<file path="config.mk">
export PLATFORM = sky130hd
export DESIGN_NAME = mcu_pwm_player_flat
export DESIGN_NICKNAME = d
export VERILOG_FILES = /design/src/rtl/mcu_pwm_player_pkg.sv /design/src/rtl/mcu_pwm_player_if.sv /design/src/rtl/mcu_pwm_player_ce_sync.sv /design/src/rtl/mcu_pwm_player.sv /design/src/flat_wrapper.sv
export SDC_FILE = /design/constraint.sdc
export NUM_CORES = 1
export LEC_CHECK = 0
export CORE_MARGIN = 5
export CORE_UTILIZATION = 60
export DETAILED_ROUTE_END_ITERATION = 10
export GPL_TIMING_DRIVEN = 0
export PLACE_DENSITY = 0.77
export SLEW_MARGIN = 20
export SYNTH_ARGS = -nofsm -noshare
export SYNTH_HDL_FRONTEND = slang
export SYNTH_SLANG_ARGS = --single-unit
</file>
<file path="constraint.sdc">
create_clock -name clk -period 3.8 [get_ports clk]
set_clock_uncertainty 0.2 [all_clocks]
set_input_delay 0.76 -clock clk [delete_from_list [all_inputs] [get_ports clk]]
set_output_delay 0.76 -clock clk [all_outputs]
set_load 0.005 [all_outputs]
</file>
<file path="src/rtl/mcu_pwm_player_pkg.sv">
// Shared types for the MCU-driven PWM player: word layout, decoded config and FSM state.
package mcu_pwm_pkg;

   localparam int CFG_FIELD_W = 16;
   localparam int CFG_WORD_W  = 3 * CFG_FIELD_W;

   localparam int PERIOD_MSB = 47;
   localparam int PERIOD_LSB = 32;
   localparam int DUTY_MSB   = 31;
   localparam int DUTY_LSB   = 16;
   localparam int COUNT_MSB  = 15;
   localparam int COUNT_LSB  = 0;

   typedef logic [CFG_FIELD_W-1:0] field_t;

   localparam field_t FIELD_ZERO = field_t'(0);
   localparam field_t FIELD_ONE  = field_t'(1);

   typedef struct packed {
      field_t period;
      field_t duty;
      field_t count;
   } pwm_cfg_t;

   typedef enum logic {
      IDLE = 1'b0,
      RUN  = 1'b1
   } pwm_state_t;

   function automatic pwm_cfg_t decode_word(input logic [CFG_WORD_W-1:0] word);
      pwm_cfg_t cfg;
      cfg.period = word[PERIOD_MSB:PERIOD_LSB];
      cfg.duty   = word[DUTY_MSB:DUTY_LSB];
      cfg.count  = word[COUNT_MSB:COUNT_LSB];
      return cfg;
   endfunction

endpackage

</file>
<file path="src/rtl/mcu_pwm_player_if.sv">
// MCU-side bundle: SPI frame input (ce + shifted word) and the player's status/PWM outputs.
interface mcu_pwm_player_if #(
   parameter int WORD_W = 48
);
   logic              ce;
   logic [WORD_W-1:0] mcu_word;
   logic              pwm;
   logic              active;
   logic              frame_strobe;
   logic              done;

   modport master (
      output ce, mcu_word,
      input  pwm, active, frame_strobe, done
   );

   modport slave (
      input  ce, mcu_word,
      output pwm, active, frame_strobe, done
   );
endinterface

</file>
<file path="src/rtl/mcu_pwm_player_ce_sync.sv">
// Brings the asynchronous CE into the clk domain and flags its falling edge for one cycle.
module ce_sync #(
   parameter int SYNC_STAGES = 2
) (
   input  logic clk,
   input  logic reset_n,
   input  logic ce,
   output logic ce_fall
);

   logic [SYNC_STAGES-1:0] sync_q, sync_d;
   logic                   edge_q, edge_d;

   always_comb begin
      sync_d = {sync_q[SYNC_STAGES-2:0], ce};
      edge_d = sync_q[SYNC_STAGES-1];
   end

   // NOTE: flops use <= so every stage samples its pre-edge neighbour; always_comb uses =.
   always_ff @(posedge clk) begin
      if (!reset_n) begin
         sync_q <= '0;
         edge_q <= 1'b0;
      end else begin
         sync_q <= sync_d;
         edge_q <= edge_d;
      end
   end

   assign ce_fall = edge_q & ~sync_q[SYNC_STAGES-1];

endmodule

</file>
<file path="src/rtl/mcu_pwm_player.sv">
// Captures {period, duty, count} frames from the MCU on CE fall and plays them as PWM bursts,
// double-buffering frames that arrive mid-burst until the next period boundary.
module mcu_pwm_player
   import mcu_pwm_pkg::*;
#(
   parameter int WORD_W      = 48,
   parameter int FIELD_W     = 16,
   parameter int SYNC_STAGES = 2
) (
   input logic             clk,
   input logic             reset_n,
   mcu_pwm_player_if.slave bus
);

   if (WORD_W != 3 * FIELD_W || FIELD_W != CFG_FIELD_W) begin : g_param_check
      $error("mcu_pwm_player: WORD_W must be 3*FIELD_W and FIELD_W must be %0d", CFG_FIELD_W);
   end

   logic ce_fall;

   ce_sync #(
      .SYNC_STAGES(SYNC_STAGES)
   ) u_ce_sync (
      .clk    (clk),
      .reset_n(reset_n),
      .ce     (bus.ce),
      .ce_fall(ce_fall)
   );

   logic [WORD_W-1:0] shadow_q, shadow_d;
   logic              strobe_q, strobe_d;
   pwm_state_t        state_q, state_d;
   pwm_cfg_t          cfg_q, cfg_d;
   pwm_cfg_t          pend_q, pend_d;
   logic              pend_valid_q, pend_valid_d;
   field_t            cnt_q, cnt_d;
   field_t            periods_q, periods_d;
   logic              pwm_q, pwm_d;
   logic              done_q, done_d;

   pwm_cfg_t new_cfg;
   logic     new_is_load;
   logic     new_is_stop;
   logic     at_wrap;
   logic     last_period;

   always_comb begin
      // NOTE: every output of this block gets a default first, so no path can infer a latch.
      shadow_d     = shadow_q;
      strobe_d     = ce_fall;
      state_d      = state_q;
      cfg_d        = cfg_q;
      pend_d       = pend_q;
      pend_valid_d = pend_valid_q;
      cnt_d        = cnt_q;
      periods_d    = periods_q;
      done_d       = 1'b0;

      if (ce_fall) begin
         shadow_d = bus.mcu_word;
      end

      new_cfg     = decode_word(shadow_q);
      new_is_load = strobe_q && (new_cfg.period != FIELD_ZERO);
      new_is_stop = strobe_q && (new_cfg.period == FIELD_ZERO);
      at_wrap     = (cfg_q.period != FIELD_ZERO) && (cnt_q == cfg_q.period - FIELD_ONE);
      last_period = (cfg_q.count != FIELD_ZERO) && (periods_q == cfg_q.count - FIELD_ONE);

      case (state_q)
         IDLE: begin
            if (new_is_load) begin
               cfg_d     = new_cfg;
               cnt_d     = FIELD_ZERO;
               periods_d = FIELD_ZERO;
               state_d   = RUN;
            end
         end
         RUN: begin
            if (new_is_load) begin
               pend_d       = new_cfg;
               pend_valid_d = 1'b1;
            end
            // Reads pend_*_d so a frame arriving on the boundary cycle is applied right away.
            if (at_wrap) begin
               if (pend_valid_d) begin
                  cfg_d        = pend_d;
                  pend_valid_d = 1'b0;
                  cnt_d        = FIELD_ZERO;
                  periods_d    = FIELD_ZERO;
               end else if (last_period) begin
                  state_d = IDLE;
                  done_d  = 1'b1;
               end else begin
                  cnt_d     = FIELD_ZERO;
                  periods_d = periods_q + FIELD_ONE;
               end
            end else begin
               cnt_d = cnt_q + FIELD_ONE;
            end
         end
         default: state_d = IDLE;
      endcase

      if (new_is_stop) begin
         state_d      = IDLE;
         pend_d       = '0;
         pend_valid_d = 1'b0;
         done_d       = 1'b0;
      end

      // Output only from the second RUN cycle on, and drop to 0 on the cycle we leave RUN.
      pwm_d = (state_q == RUN) && (state_d == RUN) && (cnt_q < cfg_q.duty);
   end

   always_ff @(posedge clk) begin
      if (!reset_n) begin
         shadow_q     <= '0;
         strobe_q     <= 1'b0;
         state_q      <= IDLE;
         cfg_q        <= '0;
         pend_q       <= '0;
         pend_valid_q <= 1'b0;
         cnt_q        <= FIELD_ZERO;
         periods_q    <= FIELD_ZERO;
         pwm_q        <= 1'b0;
         done_q       <= 1'b0;
      end else begin
         shadow_q     <= shadow_d;
         strobe_q     <= strobe_d;
         state_q      <= state_d;
         cfg_q        <= cfg_d;
         pend_q       <= pend_d;
         pend_valid_q <= pend_valid_d;
         cnt_q        <= cnt_d;
         periods_q    <= periods_d;
         pwm_q        <= pwm_d;
         done_q       <= done_d;
      end
   end

   assign bus.pwm          = pwm_q;
   assign bus.active       = (state_q == RUN);
   assign bus.frame_strobe = strobe_q;
   assign bus.done         = done_q;

endmodule
</file>
<file path="src/flat_wrapper.sv">
// flat-port wrapper written by rule: the top's interface ports become plain ports
module mcu_pwm_player_flat import mcu_pwm_pkg::*;
#(
   parameter int WORD_W      = 48,
   parameter int FIELD_W     = 16,
   parameter int SYNC_STAGES = 2
)
  (clk, reset_n, bus_ce, bus_mcu_word, bus_pwm, bus_active, bus_frame_strobe, bus_done);
  mcu_pwm_player_if #(.WORD_W(WORD_W)) bus_i ();
  input logic clk;
  input logic reset_n;
  input wire logic [$bits(bus_i.ce)-1:0] bus_ce;
  input wire logic [$bits(bus_i.mcu_word)-1:0] bus_mcu_word;
  output wire logic [$bits(bus_i.pwm)-1:0] bus_pwm;
  output wire logic [$bits(bus_i.active)-1:0] bus_active;
  output wire logic [$bits(bus_i.frame_strobe)-1:0] bus_frame_strobe;
  output wire logic [$bits(bus_i.done)-1:0] bus_done;
  assign bus_i.ce = bus_ce;
  assign bus_i.mcu_word = bus_mcu_word;
  assign bus_pwm = bus_i.pwm;
  assign bus_active = bus_i.active;
  assign bus_frame_strobe = bus_i.frame_strobe;
  assign bus_done = bus_i.done;
  mcu_pwm_player #(.WORD_W(WORD_W), .FIELD_W(FIELD_W), .SYNC_STAGES(SYNC_STAGES)) u_core (.clk(clk), .reset_n(reset_n), .bus(bus_i));
endmodule
</file>
==> impl_metrics.py, run 1 <==
metrics = {
    "status": {
        "status": "complete, no violations",
    },
    "place": {
        "place.port_buffers": 53,
        "place_hpwl_um": 16700,
        "place.gp.congestion": 0.902,
        "placed_cells_incl_taps": 1338,
        "placedInstanceArea_um2": 9770,
    },
    "global_routing": {
        "pin_count_of_the_biggest_net_entering_global_routing": 18,
        "grt_antenna_before_repair": 0,
        "globalRoute.totalOverflow": 0,
        "grt_util_all_layers_pct": 25.7,
        "grt_pass1_vias": 7210,
        "wire_length_of_the_first_global_routing_pass_um": 37000,
    },
    "layout": {
        "area_growth_pct": 15.2,
        "final_net_count": 1244,
        "final-instance-count-excl-fill": 1369,
        "layout_commonest_cell": "sky130_fd_sc_hd__nand2_1",
        "most-common-layout-cells": "223 x sky130_fd_sc_hd__nand2_1, 184 x sky130_fd_sc_hd__dfxtp_1, 124 x sky130_fd_sc_hd__a21oi_1, 76 x sky130_fd_sc_hd__nor2_1, 53 x sky130_fd_sc_hd__clkdlybuf4s50_1",
        "final_layout_size_suffix_gt1_share_pct": 7.85,
        "antenna_cells": 0,
        "fin_area_um2": 10400,
        "fill_cells": 1190,
    },
    "power_and_ir_drop": {
        "p_leak_nw": 3.72,
        "vdd.ir_drop.worst_mv": 0.481,
        "pwr_density_cell_nw_per_um2": 382,
        "total_power_mw": 3.96,
    },
    "clock_tree": {
        "clk_latency_ns": 0.44,
        "clk_pin_slew_ns": 0.07,
        "cts_tree": "yes",
        "cts_setup_buffers": 0,
        "clock-sinks": 184,
        "htreeDepth": 4,
        "cts-root-buf": "sky130_fd_sc_hd__clkbuf_16",
        "clock_tree.buffer_depth": 2,
        "cts_inserted_buffers": 17,
    },
    "worst_setup_path": {
        "startpoint_type": "register",
        "worst_setup_path_end_kind": "register",
        "reg2regPathDepth": 9,
        "timing_worst_setup_path_type": "reg -> reg",
        "timing.critical_path.fanout_max": 10,
        "crit_arrival_ns": 3.72,
        "crit_path_start": "u_core.new_cfg[42]$_SDFFE_PN0P_",
        "critical_path_required_ns": 3.97,
        "reg2reg_launch_point": "u_core.new_cfg[42]$_SDFFE_PN0P_",
    },
    "sta": {
        "setup-violations-final": 0,
        "period_needed_ns": 3.56,
        "max_slew_margin_pct": 34.2,
        "worstMarginPinSlew_ns": 0.976,
        "final_min_period_over_clock_period_pct": 93.6,
        "rsz0062_at_grt": "no",
        "timing.hold.ws_ns": 0.241,
        "finalMaxSlewViolations": 0,
        "hold_viol_final": 0,
        "fmaxAchievable_ghz": 0.281,
        "timing.setup.tns_ns": 0,
    },
    "yosys": {
        "synth_cells": 1101,
        "synth-edff-count": 0,
        "postSynthRegisterBits": 184,
        "synth.net_count": 1172,
        "ys.flop_type": "sky130_fd_sc_hd__dfxtp_1",
        "ys_async_sr_fraction_pct": 0,
        "syn_avg_cell_area_um2": 8.19,
        "seq_area_frac_synth_pct": 40.9,
        "netlist-cell-type-count": 62,
        "syn_area_um2": 9010,
        "yosysWarnings": 0,
    },
    "detailed_routing": {
        "detailroute.wirelength.met3_um": 1390,
        "detail_route.first_pass.iterations": 5,
        "remaining_drc_errors": 0,
        "dr_total_vias": 8023,
        "topRoutingLayerUsed": "met4",
        "avgRoutedWirePerCell_um": 16.6,
        "met2_wirelength_um": 10000,
        "vias_cell": 5.86,
        "ant_nets": 0,
        "wirelength_um": 22800,
        "detailedRoute.firstIterationViolations": 634,
        "wirelength_met1_um": 10900,
    },
    "die": {
        "dieHeight_um": 133,
        "die_w_um": 133,
        "design.core.area_um2": 14600,
        "floorplan.initialDensity_pct": 61.5,
        "io_pins": 55,
        "area_of_the_die_um2": 17600,
        "rows": 44,
    },
    "flow_run": {
        "cap_violations": 0,
    },
    "hold_path": {
        "holdCritPathClass": "reg -> reg",
        "holdCritStartpoint": "u_core.u_ce_sync.sync_q[0]$_SDFF_PN0_",
        "hold_depth": 1,
    },
}
==> stage by stage <==
stage / util (%) / setup WS, ns
after floorplan: - / 0.682
after global placement: 66.7 / 0.0277
after detailed placement: 66.7 / -0.0185
after CTS: 70.7 / 0.0180
after global routing: 70.9 / 0.0177
final: 70.9 / 0.242
==> area by class of cell <==
type                            count  area (um^2)  area share [%]
Sequential cell                   184         3680            35.5
Timing Repair Buffer               53          531            5.11
Inverter                           27          101           0.976
Tap cell                          184          230            2.22
Multi-Input combinational cell    816         4940            47.6
Clock inverter                     13          136            1.31
Buffer                             74          323            3.11
Clock buffer                       18          439            4.23
==> worst paths after layout <==
path,endpoint,slack [ns]
max,u_core.periods_q[4]$_SDFFE_PN0P_,0.24
min,u_core.u_ce_sync.sync_q[1]$_SDFF_PN0_,0.24
max reg2reg,u_core.periods_q[4]$_SDFFE_PN0P_,0.24
min reg2reg,u_core.u_ce_sync.sync_q[1]$_SDFF_PN0_,0.24
==> registers in the layout (all words and copies together), names as in the netlist, 2 cells and up <==
signal	flops
u_core.cnt_q	16
u_core.new_cfg	48
u_core.u_ce_sync.sync_q	2
u_core.pend_q	48
u_core.cfg_q	48
u_core.periods_q	16
==> synth_stat cells, types with 5 or more instances <==
master                     number  area, um^2
sky130_fd_sc_hd__nand2_1      223         837
sky130_fd_sc_hd__dfxtp_1      184        3680
sky130_fd_sc_hd__a21oi_1      125         626
sky130_fd_sc_hd__nor2_1        76         285
sky130_fd_sc_hd__a211oi_1      51         383
sky130_fd_sc_hd__clkbuf_1      50         188
sky130_fd_sc_hd__mux2i_1       50         500
sky130_fd_sc_hd__inv_1         27         101
sky130_fd_sc_hd__xnor2_1       27         236
sky130_fd_sc_hd__nand3_1       22         110
sky130_fd_sc_hd__or4_1         21         158
sky130_fd_sc_hd__ha_1          20         250
sky130_fd_sc_hd__o31ai_1       20         150
sky130_fd_sc_hd__buf_2         17        85.1
sky130_fd_sc_hd__o21ai_0       16        80.1
sky130_fd_sc_hd__nand4_1       13        81.3
sky130_fd_sc_hd__or3_1         12        75.1
sky130_fd_sc_hd__nor3_1        11        55.1
sky130_fd_sc_hd__nor4_1        10        62.6
sky130_fd_sc_hd__xor2_1         9        78.8
sky130_fd_sc_hd__a21oi_2        8        70.1
sky130_fd_sc_hd__or4_4          8        90.1
sky130_fd_sc_hd__a21o_1         7        52.6
sky130_fd_sc_hd__nand2b_1       7        43.8
sky130_fd_sc_hd__nor2b_1        7        43.8
sky130_fd_sc_hd__nand4b_1       6        52.6
sky130_fd_sc_hd__nor3b_1        6        45.0
sky130_fd_sc_hd__and2_1         5        31.3
sky130_fd_sc_hd__and3_1         5        31.3
sky130_fd_sc_hd__o21ai_1        5        25.0
==> power by group <==
group,leakage (nW),switching (mW),internal [mW]
Sequential,1.48,0.0205,1.95
Clock,0.282,0.812,0.936
Combinational,1.95,0.135,0.114
==> worst max-delay path, cell delays in order (launching register included) <==
cell and delay (ns):
sky130_fd_sc_hd__dfxtp_1 0.34, sky130_fd_sc_hd__nor4_1 0.49, sky130_fd_sc_hd__a41oi_2 0.38, sky130_fd_sc_hd__or4_1 0.58, sky130_fd_sc_hd__or3_1 0.38, sky130_fd_sc_hd__nor2_1 0.16
sky130_fd_sc_hd__buf_1 0.39, sky130_fd_sc_hd__buf_2 0.31, sky130_fd_sc_hd__o31ai_1 0.11, sky130_fd_sc_hd__a21oi_1 0.13
==> what timing repair did <==
item | 4_1_cts | 5_1_grt
gates resized for setup | 1 | 9
setup endpoints to repair | 40 | 71
hold buffers | 0 | 0
==> logic make-up after synthesis <==
| kind of cell | synth area share [%] |
|---|---|
| flip-flops | 40.9 |
| AO/OA/AOI/OAI | 17.8 |
| buffers and inverters | 4.69 |
| multiplexers | 6.05 |
| AND/OR/NAND/NOR | 24.4 |
| adder cells (fa/ha/maj) | 2.78 |
| XOR/XNOR | 3.50 |
==> routing by layer <==
layer  GRT usage (%)  vias to the layer above
met3            4.56                       38
met1            37.1                     3705
met2            38.8                      248
met5               0                        -
li1                -                     4032
met4            9.06                        0
(Power assumes the default switching activity.)
==> run 2, diff against run 1 <==
Settings changed: PLACE_DENSITY 0.77 to 0.82.
==> run 2 against run 1 <==
Cell area decreased by 0.30%. Die area unchanged. Critical path depth increased by 4. Clock power decreased by 4%. Total power decreased by 1.8%. Via count increased by 1.3%. Critical path type unchanged. Critical endpoint is now u_core.periods_q[9]$_SDFFE_PN0P_. Largest cell class unchanged. Largest power group unchanged.
==> impl_metrics.py, run 2 (synthesis results as in run 1) <==
metrics = {
    "status": {
        "status": "complete, no violations",
    },
    "layout": {
        "area_growth_pct": 14.9,
        "final-instance-count-excl-fill": 1370,
        "layout_commonest_cell": "sky130_fd_sc_hd__nand2_1",
        "antenna_cells": 0,
        "final_layout_size_suffix_gt1_share_pct": 7.76,
        "final_net_count": 1244,
        "most-common-layout-cells": "223 x sky130_fd_sc_hd__nand2_1, 184 x sky130_fd_sc_hd__dfxtp_1, 124 x sky130_fd_sc_hd__a21oi_1, 76 x sky130_fd_sc_hd__nor2_1, 53 x sky130_fd_sc_hd__clkdlybuf4s50_1",
    },
    "global_routing": {
        "grt_util_all_layers_pct": 26.2,
        "grt_antenna_before_repair": 0,
        "wire_length_of_the_first_global_routing_pass_um": 37900,
        "grt_pass1_vias": 7513,
        "pin_count_of_the_biggest_net_entering_global_routing": 18,
        "globalRoute.totalOverflow": 0,
    },
    "sta": {
        "max_slew_margin_pct": 36.5,
        "finalMaxSlewViolations": 0,
        "hold_viol_final": 0,
        "timing.setup.tns_ns": 0,
        "worstMarginPinSlew_ns": 0.942,
        "period_needed_ns": 3.63,
        "setup-violations-final": 0,
        "fmaxAchievable_ghz": 0.275,
        "final_min_period_over_clock_period_pct": 95.6,
    },
    "power_and_ir_drop": {
        "vdd.ir_drop.worst_mv": 0.460,
        "pwr_density_cell_nw_per_um2": 376,
        "p_leak_nw": 3.70,
    },
    "worst_setup_path": {
        "timing.critical_path.fanout_max": 10,
        "reg2reg_launch_point": "u_core.cfg_q[32]$_SDFFE_PN0P_",
        "worst_setup_path_end_kind": "register",
        "reg2regPathDepth": 13,
        "timing.critical_path.slowest_cell_delay_ns": 0.51,
        "setup_slack_of_the_worst_register_to_register_path_ns": 0.17,
        "timing_worst_setup_path_type": "reg -> reg",
        "startpoint_type": "register",
        "crit_arrival_ns": 3.74,
        "critical_path_required_ns": 3.91,
        "crit_top_cell": "sky130_fd_sc_hd__buf_2",
        "slowest_library_cell_on_the_worst_path": "sky130_fd_sc_hd__or4_1",
        "worstPathCellList": "buf_2 -> inv_1 -> ha_1 -> nor3b_2 -> nand2_1 -> or4_1 -> a211oi_2 -> nand4_1 -> and2_4 -> buf_2 -> clkbuf_2 -> o31ai_1 -> a21oi_2",
        "crit-reg2reg-capture": "u_core.periods_q[9]$_SDFFE_PN0P_",
    },
    "hold_path": {
        "hold_depth": 1,
        "min_delay_worst_endpoint": "u_core.u_ce_sync.sync_q[1]$_SDFF_PN0_",
        "holdCritStartpoint": "u_core.u_ce_sync.sync_q[0]$_SDFF_PN0_",
        "holdCritPathClass": "reg -> reg",
    },
    "clock_tree": {
        "cts_inserted_buffers": 17,
        "clk_pin_slew_ns": 0.07,
        "cts-root-buf": "sky130_fd_sc_hd__clkbuf_16",
        "cts_setup_buffers": 0,
        "cts_tree": "yes",
        "cts-hold-fix-buffers": 0,
        "htreeDepth": 4,
        "clock_tree.buffer_depth": 2,
        "clk_latency_ns": 0.44,
        "clock-sinks": 184,
    },
    "place": {
        "placed_cells_incl_taps": 1338,
        "place.gp.congestion": 0.932,
        "place_hpwl_um": 16900,
        "place.port_buffers": 53,
    },
    "detailed_routing": {
        "detail_route.first_pass.iterations": 5,
        "remaining_drc_errors": 0,
        "detailedRoute.firstIterationViolations": 617,
        "avgRoutedWirePerCell_um": 16.7,
        "ant_nets": 0,
        "dr_total_vias": 8126,
        "vias_cell": 5.93,
        "wirelength_um": 22900,
    },
    "die": {
        "area_of_the_die_um2": 17600,
        "io_pins": 55,
        "floorplan.initialDensity_pct": 61.5,
        "rows": 44,
        "design.core.area_um2": 14600,
        "dieHeight_um": 133,
        "die_w_um": 133,
    },
    "flow_run": {
        "cap_violations": 0,
    },
}
## run 2: cell types whose count changed in the layout (fill, tap and decap cells not counted), moves of 2 or more
cell                         before  now
sky130_fd_sc_hd__clkbuf_1        48   51
sky130_fd_sc_hd__clkinv_4         3    1
sky130_fd_sc_hd__clkinvlp_4       1    3
sky130_fd_sc_hd__inv_8            1    4
## run 2: final cells by class
class                   count  area (um^2)
inverters                  27          101
clock inverters            13          113
repair buffers             53          531
clock buffers              19          433
multi-input cells         816         4940
well taps                 184          230
fillers                  1153         4290
flip-flops and latches    184         3680
plain buffers              74          323
## run 2: worst max-delay path: cells and delay by family, from the launching register on
kind | cells | cell delay [ns]
compound gates | 3 | 0.74
flops | 1 | 0.30
buf+inv | 4 | 0.66
simple gates | 5 | 1.44
fa+ha+maj | 1 | 0.19
## run 2: worst max-delay path by stage
stage                                     from                           endpoint  slack (ns)
2_1_floorplan    u_core.cfg_q[32]$_SDFFE_PN0P_  u_core.periods_q[10]$_SDFFE_PN0P_        0.68
3_3_place_gp     u_core.cfg_q[32]$_SDFFE_PN0P_      u_core.cfg_q[34]$_SDFFE_PN0P_       0.008
3_5_place_dp     u_core.cfg_q[32]$_SDFFE_PN0P_      u_core.cfg_q[34]$_SDFFE_PN0P_       -0.04
4_1_cts          u_core.cfg_q[32]$_SDFFE_PN0P_   u_core.periods_q[9]$_SDFFE_PN0P_        0.12
5_1_grt        u_core.new_cfg[40]$_SDFFE_PN0P_   u_core.periods_q[5]$_SDFFE_PN0P_      -0.009
6_report         u_core.cfg_q[32]$_SDFFE_PN0P_   u_core.periods_q[9]$_SDFFE_PN0P_        0.17
## run 2: routing by layer
metal	track usage, %	routed length [um]	up-vias
met5	0	0	-
met4	7.97	448	0
met3	5.01	1440	33
met2	42.1	10400	255
met1	36.0	10600	3800
li1	-	-	4038
## run 2: where the power goes
part | internal, mW | switching (mW) | leakage [nW] | total [mW]
Clock | 0.859 | 0.817 | 0.262 | 1.68
Sequential | 1.95 | 0.0199 | 1.48 | 1.97
Combinational | 0.113 | 0.136 | 1.95 | 0.250
Total | 2.92 | 0.973 | 3.70 | 3.89
## run 2: through the flow
step / util [%] / hold WS, ns / cell area [um^2] / worst slack, ns / total power, mW
2_1_floorplan: - / 0.212 / 9010 / 0.682 / 2.15
3_3_place_gp: 66.7 / 0.217 / 9770 / 0.00797 / 2.25
3_5_place_dp: 66.7 / 0.225 / 9770 / -0.0405 / 2.26
4_1_cts: 70.5 / 0.243 / 10300 / 0.121 / 3.89
5_1_grt: 70.7 / 0.271 / 10400 / -0.00884 / 4.01
6_report: 70.7 / 0.240 / 10400 / 0.169 / 3.89
## run 2: repair_timing
action                     4_1_cts  5_1_grt
setup endpoints to repair       41       25
resized for setup                3        6
pin swaps                        0        2
==> run 3, diff against run 2 <==
Settings changed: SYNTH_HIERARCHICAL set to 1.
==> run 3 against run 2 <==
The run now ends with negative setup slack left. Final cell count decreased by 3.6%. Global-route usage decreased by 0.57 points. Combinational power rose by 21%. Core utilization grew 1.7 points. Worst hold slack lost 0.0043 ns. Sequential cell count unchanged. Largest power group unchanged. Via count is 1.6% lower. Worst setup slack worse by 0.18 ns. Critical endpoint is now u_core/periods_q[14]$_SDFFE_PN0P_. Non-clock buffer count grew 13. Largest cell class unchanged. Clock-buffer cell count fell by 1. Clock power increased by 9%.
==> impl_metrics.py, run 3 <==
metrics = {
    "clock_tree": {
        "clk_latency_ns": 0.43,
        "cts-root-buf": "sky130_fd_sc_hd__clkbuf_16",
        "cts_tree": "yes",
        "clock_tree.buffer_depth": 2,
        "clk_pin_slew_ns": 0.07,
        "htreeDepth": 4,
        "cts_inserted_buffers": 17,
        "clock-sinks": 184,
    },
    "global_routing": {
        "grt_util_all_layers_pct": 25.7,
        "wire_length_of_the_first_global_routing_pass_um": 37200,
        "globalRoute.totalOverflow": 0,
        "grt_pass1_vias": 7387,
        "pin_count_of_the_biggest_net_entering_global_routing": 19,
        "grt_antenna_before_repair": 0,
    },
    "detailed_routing": {
        "wirelength_um": 23600,
        "vias_cell": 6.06,
        "avgRoutedWirePerCell_um": 17.9,
        "remaining_drc_errors": 0,
        "detailedRoute.firstIterationViolations": 684,
        "detail_route.first_pass.iterations": 6,
        "dr_total_vias": 7996,
        "ant_nets": 0,
    },
    "layout": {
        "area_growth_pct": 19.1,
        "antenna_cells": 0,
        "final_net_count": 1190,
        "layout_commonest_cell": "sky130_fd_sc_hd__dfxtp_1",
        "most-common-layout-cells": "182 x sky130_fd_sc_hd__dfxtp_1, 171 x sky130_fd_sc_hd__nand2_1, 99 x sky130_fd_sc_hd__mux2i_1, 76 x sky130_fd_sc_hd__a21oi_1, 54 x sky130_fd_sc_hd__clkdlybuf4s50_1",
        "final_layout_size_suffix_gt1_share_pct": 10.3,
        "final-instance-count-excl-fill": 1320,
        "utilization_pct": 72.4,
    },
    "worst_setup_path": {
        "crit_arrival_ns": 3.98,
        "worst_setup_path_end_kind": "register",
        "timing_worst_setup_path_type": "reg -> reg",
        "timing.critical_path.fanout_max": 7,
        "startpoint_type": "register",
        "critical_path_required_ns": 3.97,
    },
    "die": {
        "rows": 45,
        "io_pins": 55,
        "design.core.area_um2": 15100,
        "dieHeight_um": 134,
        "die_w_um": 134,
        "floorplan.initialDensity_pct": 60.7,
        "area_of_the_die_um2": 17800,
    },
    "yosys": {
        "synth_cells": 1029,
        "synth-edff-count": 0,
        "ys_top_cells_by_count": "184 x sky130_fd_sc_hd__dfxtp_1, 171 x sky130_fd_sc_hd__nand2_1, 100 x sky130_fd_sc_hd__mux2i_1, 77 x sky130_fd_sc_hd__a21oi_1, 50 x sky130_fd_sc_hd__nor2b_1",
        "syn_avg_cell_area_um2": 8.91,
        "ys_top_cells_by_area": "sky130_fd_sc_hd__dfxtp_1 40%, sky130_fd_sc_hd__mux2i_1 11%, sky130_fd_sc_hd__nand2_1 7.0%, sky130_fd_sc_hd__o211a_1 5.4%, sky130_fd_sc_hd__a21oi_1 4.2%",
        "netlist-cell-type-count": 68,
        "yosys.cell_count.top_type": "sky130_fd_sc_hd__dfxtp_1",
        "ys.flop_type": "sky130_fd_sc_hd__dfxtp_1",
        "seq_area_frac_synth_pct": 40.2,
        "yosysWarnings": 6,
        "synth_largest_area_cell": "sky130_fd_sc_hd__dfxtp_1",
        "postSynthRegisterBits": 184,
        "ys_async_sr_fraction_pct": 0,
        "syn_area_um2": 9170,
        "yosys.area.top_type_share_pct": 40.2,
        "synth.net_count": 1100,
    },
    "sta": {
        "hold_viol_final": 0,
        "timing.hold.ws_ns": 0.235,
        "fmaxAchievable_ghz": 0.262,
        "period_needed_ns": 3.81,
        "worstMarginPinSlew_ns": 0.853,
        "post-route-worst-setup-slack_ns": -0.0149,
        "max_slew_margin_pct": 43.1,
        "final_min_period_over_clock_period_pct": 100,
        "finalMaxSlewViolations": 0,
        "setup-violations-final": 2,
    },
    "power_and_ir_drop": {
        "pwr_density_cell_nw_per_um2": 375,
        "total_power_mw": 4.10,
        "vdd.ir_drop.worst_mv": 0.304,
        "p_leak_nw": 4.69,
    },
    "place": {
        "place.port_buffers": 54,
        "place.gp.congestion": 0.966,
        "place_worst_setup_slack_ns": -0.683,
        "place_hpwl_um": 16300,
        "placed_cells_incl_taps": 1271,
    },
    "flow_run": {
        "cap_violations": 0,
    },
    "status": {
        "violations": "negative setup slack",
        "status": "finished, violations left",
    },
    "hold_path": {
        "holdCritPathClass": "reg -> reg",
    },
}
run 3: changes by cell type in the layout (fill, tap and decap cells not counted), sizes merged, moves of 7 or more:
cell / delta
a211oi: -46
a21oi: -56
buf: +14
mux2i: +50
nand2: -52
nand3: -10
nor2: -39
nor2b: +43
o211a: +49
o31ai: -7
or4: -12
xor2: +9
run 3: metrics by stage:
stage	setup TNS, ns	instance area [um^2]
after CTS	0	10700
after global placement	-37.27	9940
after floorplan	0	9170
after global routing	-3.42	10900
final	-0.0246	10900
after detailed placement	-42.58	9940
run 3: layer usage:
layer,GRT usage (%),part of all wire (%),vias up
li1,-,-,3833
met1,35.2,44,3752
met2,41.0,46,351
met3,4.12,6.7,60
met4,9.49,2.8,0
met5,0,0,-
run 3: cell families after synthesis:
group | count (synthesis) | synth area share, %
AOI/OAI and AO/OA | 207 | 16.0
buffers and inverters | 95 | 4.40
xor gates and xnor gates | 47 | 4.49
and+or+nand+nor | 375 | 21.1
DFF | 184 | 40.2
muxes | 101 | 11.0
adders and majority gates | 20 | 2.73
run 3: what timing repair did:
action | CTS | global route
pin swaps | 5 | 9
setup buffers | 5 | 12
setup endpoints to repair | 81 | 81
hold endpoints to repair | 0 | 0
gates cloned | 0 | 1
hold buffers | 0 | 0
resized for setup | 11 | 38
run 3: cell type report:
type                       instances  area [um^2]
buffer                            68          305
clock buffer                      18          439
clock inverter                    14          179
fill                            1096         4170
inverter                          26         97.6
multi-input combinational        750         5300
sequential                       184         3690
tap                              188          235
timing repair buffer              72          673
run 3: path summary, 6_finish.rpt:
kind,end,startpoint,cells past startpoint,slack (ns)
min,u_core/u_ce_sync/sync_q[1]$_SDFF_PN0_,u_core/u_ce_sync/sync_q[0]$_SDFF_PN0_,1,0.24
max reg2reg,u_core/periods_q[14]$_SDFFE_PN0P_,u_core/cfg_q[33]$_SDFFE_PN0P_,12,-0.01
max,u_core/periods_q[14]$_SDFFE_PN0P_,u_core/cfg_q[33]$_SDFFE_PN0P_,12,-0.01
min reg2reg,u_core/u_ce_sync/sync_q[1]$_SDFF_PN0_,u_core/u_ce_sync/sync_q[0]$_SDFF_PN0_,1,0.24
run 3: power breakdown:
group	switching [mW]	internal, mW
Sequential	0.0193	1.95
Clock	0.810	1.02
Combinational	0.152	0.150
Total	0.981	3.11
run 3: critical path: stages (launching register included):
cell	delay (ns)
sky130_fd_sc_hd__dfxtp_2	0.38
sky130_fd_sc_hd__inv_2	0.06
sky130_fd_sc_hd__ha_4	0.18
sky130_fd_sc_hd__and2_1	0.16
sky130_fd_sc_hd__o21ai_0	0.22
sky130_fd_sc_hd__o311ai_0	0.21
sky130_fd_sc_hd__a2111oi_1	0.77
sky130_fd_sc_hd__nand4_4	0.27
sky130_fd_sc_hd__nor4_4	0.40
sky130_fd_sc_hd__nor2_4	0.09
sky130_fd_sc_hd__buf_6	0.15
sky130_fd_sc_hd__or4_1	0.49
sky130_fd_sc_hd__a21oi_1	0.15
